===== src/rtl/max_reg_loader.sv =====
// -----------------------------------------------------------------------------
// max_reg_loader
//   Producer/collector wrapped around the 8-input maximum-finder stage.
//   Collects eight DATA_W words over a valid/ready handshake into reg_out0..7
//   (the finder inputs), pulses op_enable for one cycle, captures op_result on
//   the following cycle and holds it on a valid/ready result port until taken.
//
// Ports
//   clk, rst              rising-edge clock, asynchronous active-high reset
//   in_valid/in_ready     upstream handshake, in_data is the offered word
//   reg_out0..reg_out7    loaded registers, wired to finder inputs 0..7
//   op_enable             one-cycle finder enable (high in FIRE only)
//   op_result             finder result, registered inside the finder
//   res_valid/res_ready   result handshake, res_data is the captured result
//   busy                  high whenever the block is not in LOAD
//
// Optional feature (macro REG_READBACK_EN)
//   Adds rd_addr / rd_data: side-effect-free combinational readback of
//   reg_out[rd_addr], usable in every state. Without the macro, neither the
//   ports nor the mux exist.
// -----------------------------------------------------------------------------
module max_reg_loader #(
    parameter int DATA_W = 32
) (
    input  logic              clk,
    input  logic              rst,
    input  logic              in_valid,
    output logic              in_ready,
    input  logic [DATA_W-1:0] in_data,
    output logic [DATA_W-1:0] reg_out0,
    output logic [DATA_W-1:0] reg_out1,
    output logic [DATA_W-1:0] reg_out2,
    output logic [DATA_W-1:0] reg_out3,
    output logic [DATA_W-1:0] reg_out4,
    output logic [DATA_W-1:0] reg_out5,
    output logic [DATA_W-1:0] reg_out6,
    output logic [DATA_W-1:0] reg_out7,
    output logic              op_enable,
    input  logic [DATA_W-1:0] op_result,
    output logic              res_valid,
    input  logic              res_ready,
    output logic [DATA_W-1:0] res_data,
    output logic              busy
`ifdef REG_READBACK_EN
    ,
    input  logic [2:0]        rd_addr,
    output logic [DATA_W-1:0] rd_data
`endif
);

    typedef enum logic [1:0] {LOAD, FIRE, WAIT, DONE} state_t;

    state_t                   state, nextState;
    logic [2:0]               cnt;
    logic [7:0][DATA_W-1:0]   regs;
    logic [DATA_W-1:0]        resData;
    logic                     resValid;
    logic                     accept;

    // Handshake depends only on state for the ready half, so no
    // combinational path reaches in_ready from any input.
    assign accept = in_valid && (state == LOAD);

    always_ff @(posedge clk or posedge rst) begin
        if (rst) begin
            state <= LOAD;
        end else begin
            state <= nextState;
        end
    end

    always_comb begin
        nextState = state;
        in_ready  = 1'b0;
        op_enable = 1'b0;
        busy      = 1'b1;
        case (state)
            LOAD: begin
                in_ready = 1'b1;
                busy     = 1'b0;
                if (in_valid && cnt == 3'd7) nextState = FIRE;
            end
            FIRE: begin
                op_enable = 1'b1;
                nextState = WAIT;
            end
            WAIT: nextState = DONE;
            DONE: if (res_ready) nextState = LOAD;
            default: nextState = LOAD;
        endcase
    end

    // Load datapath. cnt wraps naturally from 7 to 0 on the eighth accept.
    // Registers are deliberately not cleared between batches.
    always_ff @(posedge clk or posedge rst) begin
        if (rst) begin
            cnt  <= 3'd0;
            regs <= '0;
        end else if (accept) begin
            regs[cnt] <= in_data;
            cnt       <= cnt + 3'd1;
        end
    end

    // Result capture. The finder's registered output is valid in WAIT; it is
    // forwarded untouched, including the held value the finder keeps on ties.
    always_ff @(posedge clk or posedge rst) begin
        if (rst) begin
            resData  <= '0;
            resValid <= 1'b0;
        end else if (state == WAIT) begin
            resData  <= op_result;
            resValid <= 1'b1;
        end else if (state == DONE && res_ready) begin
            resValid <= 1'b0;
        end
    end

    assign res_data  = resData;
    assign res_valid = resValid;

    assign reg_out0 = regs[0];
    assign reg_out1 = regs[1];
    assign reg_out2 = regs[2];
    assign reg_out3 = regs[3];
    assign reg_out4 = regs[4];
    assign reg_out5 = regs[5];
    assign reg_out6 = regs[6];
    assign reg_out7 = regs[7];

`ifdef REG_READBACK_EN
    assign rd_data = regs[rd_addr];
`endif

endmodule


===== config.mk =====
export PLATFORM = sky130hd
export DESIGN_NAME = max_reg_loader
export DESIGN_NICKNAME = d
export VERILOG_FILES = /design/src/rtl/max_reg_loader.sv
export SDC_FILE = /design/constraint.sdc
export NUM_CORES = 1
export LEC_CHECK = 0
export ABC_AREA = 1
export CORE_UTILIZATION = 47
export DETAILED_ROUTE_END_ITERATION = 12
export HOLD_SLACK_MARGIN = 0.1
export PLACE_DENSITY = 0.81
export SYNTH_ARGS = -nofsm -noshare
export SYNTH_HDL_FRONTEND = slang
export SYNTH_SLANG_ARGS = --single-unit

===== constraint.sdc =====
create_clock -name clk -period 15.31 [get_ports clk]
set_input_delay 4.593 -clock clk [delete_from_list [all_inputs] [get_ports clk]]
set_output_delay 4.593 -clock clk [all_outputs]
set_load 0.01 [all_outputs]

==> results of run 1 <==
## layout make-up
class                      instances  area [um2]  area share
sequential                       294        7360       0.455
timing repair buffer             373        3700       0.229
multi-input combinational        910        3680       0.228
clock buffer                      47         936      0.0579
tap                              319         399      0.0247
clock inverter                     5        52.6     0.00325
inverter                          12        52.6     0.00325
## flip-flops by register name, summed over array words and instances (netlist names), 3 cells and up
signal	flops
reg_out1	32
reg_out6	32
reg_out3	32
reg_out4	32
reg_out5	32
reg_out0	32
res_data	32
reg_out2	32
reg_out7	32
cnt	3
## layer usage
| layer | vias to the layer above | GRT usage |
|---|---|---|
| li1 | 4646 | - |
| met1 | 4904 | 0.374 |
| met2 | 466 | 0.481 |
| met3 | 96 | 0.0686 |
| met4 | 0 | 0.114 |
| met5 | - | 0 |
## synth_stat cells
cell and instances:
nand2_1 760, inv_1 8, a21oi_1 2, dfrtp_1 294, buf_4 2, clkbuf_2 30, nand3_1 131, buf_2 43
clkbuf_1 26, nor2_4 1, xor2_1 1, ha_1 6, clkinv_1 4, nor2_1 8, nand2_2 1
## how the worst max path moves through the flow
stage	endpoint	cells past startpoint
after floorplan	cnt[0]$_DFFE_PP0P_	1
after global placement	reg_out2[1]$_DFFE_PP0P_	9
after detailed placement	reg_out2[8]$_DFFE_PP0P_	9
after CTS	reg_out2[8]$_DFFE_PP0P_	9
after global routing	reg_out2[6]$_DFFE_PP0P_	9
final	reg_out2[8]$_DFFE_PP0P_	9
## power breakdown
part	switching (mW)	leakage, nW	internal (mW)
sequential	0.200	3.75	1.11
combinational	0.731	3.97	0.715
clock	0.292	0.487	0.432
## worst max-delay path, cell delays in order
cell and delay [ps]:
clkdlybuf4s50_1 510, nand2_2 140, nor2_4 450, buf_4 470
buf_4 640, nand2_1 510, buf_4 380, nand2_1 100
nand2_1 50
## per-stage QoR
stage / power, mW / setup WS [ps] / instance area [um2] / cells / util
3_3_place_gp: 2.71 / 7430 / 15200 / 1908 / 0.639
6_report: 3.48 / 7840 / 16200 / 1960 / 0.681
2_1_floorplan: 1.88 / 2600 / 11500 / 1317 / -
4_1_cts: 3.50 / 7900 / 16200 / 1960 / 0.681
3_5_place_dp: 2.76 / 7320 / 15200 / 1908 / 0.639
5_1_grt: 3.69 / 7620 / 16200 / 1960 / 0.681
## kinds of logic (layout without fill, tap and decap cells)
logic type      Yosys count  in the layout  share of synthesized area
compound gates            2              2                   0.000868
fa+ha+maj                 6              6                    0.00651
buf+inv                 113            437                     0.0454
xor+xnor                  1              1                   0.000760
simple gates            901            901                      0.308
flops                   294            294                      0.638
==> run_results.csv, run 1 <==
group,metric,value,unit
synth,synth.avg_cell_area,8.75,um2
setup_path,worstReg2RegStart,"state[0]$_DFFE_PP0P_",
clocking,clk_pin_slew,60,ps
global_routing,gr-total-overflow,0,
clocking,htreeDepth,1,
synth,netlist_area,11500,um2
sta,setup_viol,0,
synth,ys_types,15,
sta,min_period_over_period,0.488,
floorplan,start_util,0.485,
drt,dr_wl_met3,3.11,mm
floorplan,die_w,159,um
floorplan,core,23800,um2
synth,syn_nets,1391,
drt,drt_iter0_drc,852,
sta,worst_pin_slew,1190,ps
place,hpwl,24.6,mm
sta,setup_tns,0,ps
drt,viasPerCell,5.16,
setup_path,r2r_cells,10,
clocking,clockBufferDepth,3,
floorplan,rows,56,
global_routing,grtUsageTotal,0.292,
setup_path,critical_path_required,15730,ps
drt,firstDrtPassIters,5,
global_routing,grt_pass1_wl,55.5,mm
clocking,root_buffer,"clkbuf_16",
clocking,insertion_delay,540,ps
finish,antenna_cells,0,
drt,via_count,10100,
sta,fin_crit,7470,ps
status,outcome,"finished, final reports clean",
place,place.gp.congestion,0.836,
sta,slew_headroom,0.205,
sta,clock_skew,12.5,ps
drt,wire_per_inst,18.6,um
floorplan,dieArea,25200,um2
clocking,cts_hold_buf,0,
global_routing,grt_max_degree,135,
sta,slew_violations,0,
clocking,post_cts_buffers,0,
global_routing,grt_pass1_vias,9849,
setup_path,r2r_end,"reg_out2[8]$_DFFE_PP0P_",
synth,yosysTopAreaCellShare,0.638,
clocking,clock_sinks,294,
sta,rsz0062_at_grt,"no",
finish,area_growth,40.3,%
synth,yosys-top-cells-area,"dfrtp_1, nand2_1, nand3_1",
setup_path,crit_arrival,7890,ps
min_path,hold_path_class,"register to register",
finish,drive_gt1_frac,0.0414,
drt,met2_length,17.4,mm
min_path,worstHoldPathCells,2,
setup_path,worst-r2r-setup-slack,11630,ps
sta,final-hold-violation-count,0,
setup_path,path_max_fanout,69,
setup_path,cp-start-kind,"input pin",
setup_path,end_kind,"register",
drt,routedLengthMet1,14.4,mm
run,cap_violations,0,
pwr,p_leak,8.21,nW
synth,ys_ff_latch,294,
synth,ys_seq_area_frac,0.638,
place,io_buffers,359,
pwr,peakVddDrop,0.000132,V
synth,yosysWarnings,0,
drt,drc_errors,0,
drt,routed_wl,36.4,mm
min_path,hold-path-endpoint,"reg_out5[11]$_DFFE_PP0P_",
setup_path,criticalPathCategory,"input pin to register",
global_routing,antenna_found_initial,0,
drt,postRouteAntennaNets,0,
synth,syn_inst,1317,
clocking,tritoncts,"yes",
min_path,min_from,"reg_out5[11]$_DFFE_PP0P_",
clocking,cts_made_buffers,30,
sta,max_freq,0.134,GHz
finish,layout.nets,1695,
sta,whs,469,ps
finish,final_cell_mix,"nand2_1, clkdlybuf4s50_1, dfrtp_1, nand3_1, clkbuf_16",
clocking,cts_resized,0,
floorplan,die_h,159,um
pwr,p_per_area,215,nW/um2
finish,nFillCells,1843,
setup_path,crit_start,"in_valid",
finish,final_common_cell,"nand2_1",
drt,top_layer_used,"met4",
floorplan,io_pins,360,
synth,yosys.area.top_type,"dfrtp_1",
(Power assumes the default switching activity.)
==> run 2, diff against run 1 <==
==> constraint.sdc (replaced) <==
create_clock -name clk -period 7.73 [get_ports clk]
set_input_delay 2.319 -clock clk [delete_from_list [all_inputs] [get_ports clk]]
set_output_delay 2.319 -clock clk [all_outputs]
set_load 0.01 [all_outputs]
==> run 2 against run 1 <==
- power rose by 100%
- non-clock buffer count fell by 1
- global-route usage fell by 0.13 points
- count of clock-buffer cells in the layout rose by 3
- sequential share of layout area fell by 0.30 points
- critical endpoint is now reg_out4[5]$_DFFE_PP0P_
==> run_results.csv, run 2 (synthesis results as in run 1) <==
group,metric,value,unit
status,outcome,"finished, final reports clean",
pwr,p_per_area,431,nW/um2
global_routing,grt_max_degree,151,
sta,rsz0062_at_grt,"no",
sta,setup_tns,0,ps
min_path,hold_path_class,"register to register",
place,io_buffers,359,
sta,final-hold-violation-count,0,
global_routing,gr-total-overflow,0,
sta,whs,467,ps
drt,drc_errors,0,
sta,fin_crit,4740,ps
setup_path,end_kind,"register",
pwr,pwr-share-seq,0.369,
drt,via_count,10000,
setup_path,cp-start-kind,"input pin",
global_routing,antenna_found_initial,0,
pwr,power.switching,2.43,mW
sta,clock_skew,15.9,ps
clocking,clk_pin_slew,50,ps
clocking,cts_made_buffers,34,
clocking,post_cts_buffers,0,
place,hpwl,24.2,mm
finish,nFillCells,1768,
clocking,clock_sinks,294,
floorplan,die_h,159,um
sta,slew_headroom,0.162,
finish,final_common_cell,"nand2_1",
finish,layout.nets,1698,
drt,drt_iter0_drc,765,
setup_path,crit_arrival,5110,ps
finish,antenna_cells,0,
sta,slew_violations,0,
clocking,cts_resized,0,
floorplan,core,23800,um2
sta,max_freq,0.211,GHz
finish,finish.utilization,0.686,
sta,setup_ws,2990,ps
sta,worst_pin_slew,1250,ps
clocking,tritoncts,"yes",
pwr,p_leak,8.27,nW
clocking,clockBufferDepth,3,
drt,wire_per_inst,18.4,um
floorplan,dieArea,25200,um2
pwr,intPower,4.58,mW
global_routing,grt_pass1_wl,55.2,mm
floorplan,rows,56,
clocking,htreeDepth,2,
clocking,cts_hold_buf,0,
drt,firstDrtPassIters,5,
floorplan,start_util,0.485,
pwr,p_clk_frac,0.224,
sta,min_period_over_period,0.613,
pwr,peakVddDrop,0.000269,V
finish,drive_gt1_frac,0.0426,
floorplan,io_pins,360,
place,place.gp.congestion,0.798,
pwr,switching_share,0.347,
drt,viasPerCell,5.11,
setup_path,criticalPathCategory,"input pin to register",
pwr,p_comb_frac,0.407,
setup_path,crit_start,"in_valid",
setup_path,critical_path_required,8110,ps
finish,regArea,7360,um2
setup_path,worstReg2RegStart,"cnt[1]$_DFFE_PP0P_",
drt,routed_wl,36.1,mm
finish,final_cell_mix,"nand2_1, clkdlybuf4s50_1, dfrtp_1, nand3_1, clkbuf_16",
global_routing,grtUsageTotal,0.291,
place,place_ws,2490,ps
clocking,root_buffer,"clkbuf_16",
sta,setup_viol,0,
run,cap_violations,0,
clocking,insertion_delay,500,ps
finish,multi_input_area,3670,um2
drt,postRouteAntennaNets,0,
setup_path,path_max_fanout,46,
floorplan,die_w,159,um
min_path,min_from,"res_data[10]$_DFFE_PP0P_",
global_routing,grt_pass1_vias,9898,
finish,area_growth,41.2,%
[run 2: worst paths after layout]
| kind | to | slack, ps | cells past startpoint |
|---|---|---|---|
| max | reg_out4[5]$_DFFE_PP0P_ | 2990 | 6 |
| min | res_data[10]$_DFFE_PP0P_ | 470 | 2 |
| max reg2reg | reg_out4[5]$_DFFE_PP0P_ | 4420 | 6 |
| min reg2reg | res_data[10]$_DFFE_PP0P_ | 470 | 2 |
| max in group asynchronous | reg_out5[14]$_DFFE_PP0P_ | 4450 | 3 |
| min in group asynchronous | reg_out0[30]$_DFFE_PP0P_ | 2090 | 2 |
[run 2: area by class of cell]
cell class                 instances  share of cell area
clock buffer                      50              0.0648
multi-input combinational        910               0.226
clock inverter                     4             0.00300
tap                              319              0.0245
inverter                          12             0.00300
sequential                       294               0.452
timing repair buffer             372               0.227
[run 2: layer usage]
| layer | part of all wire | track usage |
|---|---|---|
| met4 | 0.046 | 0.137 |
| met3 | 0.084 | 0.0732 |
| met5 | 0 | 0 |
| met2 | 0.47 | 0.470 |
| met1 | 0.40 | 0.368 |
[run 2: critical path, stage by stage]
cell	delay, ps
clkdlybuf4s50_1	510
nand2_2	140
nor2_4	740
nand2_1	1010
nand2_1	290
nand2_1	90
[run 2: power by group through the flow]
stage          Clock (mW)  Combinational [mW]  Sequential (mW)
3_5_place_dp            0                2.86             2.59
3_3_place_gp            0                2.79             2.57
6_report             1.57                2.85             2.59
4_1_cts              1.59                2.88             2.58
5_1_grt              1.66                3.11             2.66
2_1_floorplan           0               0.880             2.85
[run 2: stage by stage]
step | total power [mW] | instances | cell area (um2)
after global placement | 5.36 | 1907 | 15200
final | 7.01 | 1961 | 16300
after floorplan | 3.73 | 1317 | 11500
after global routing | 7.43 | 1961 | 16300
after CTS | 7.05 | 1961 | 16300
after detailed placement | 5.45 | 1907 | 15200
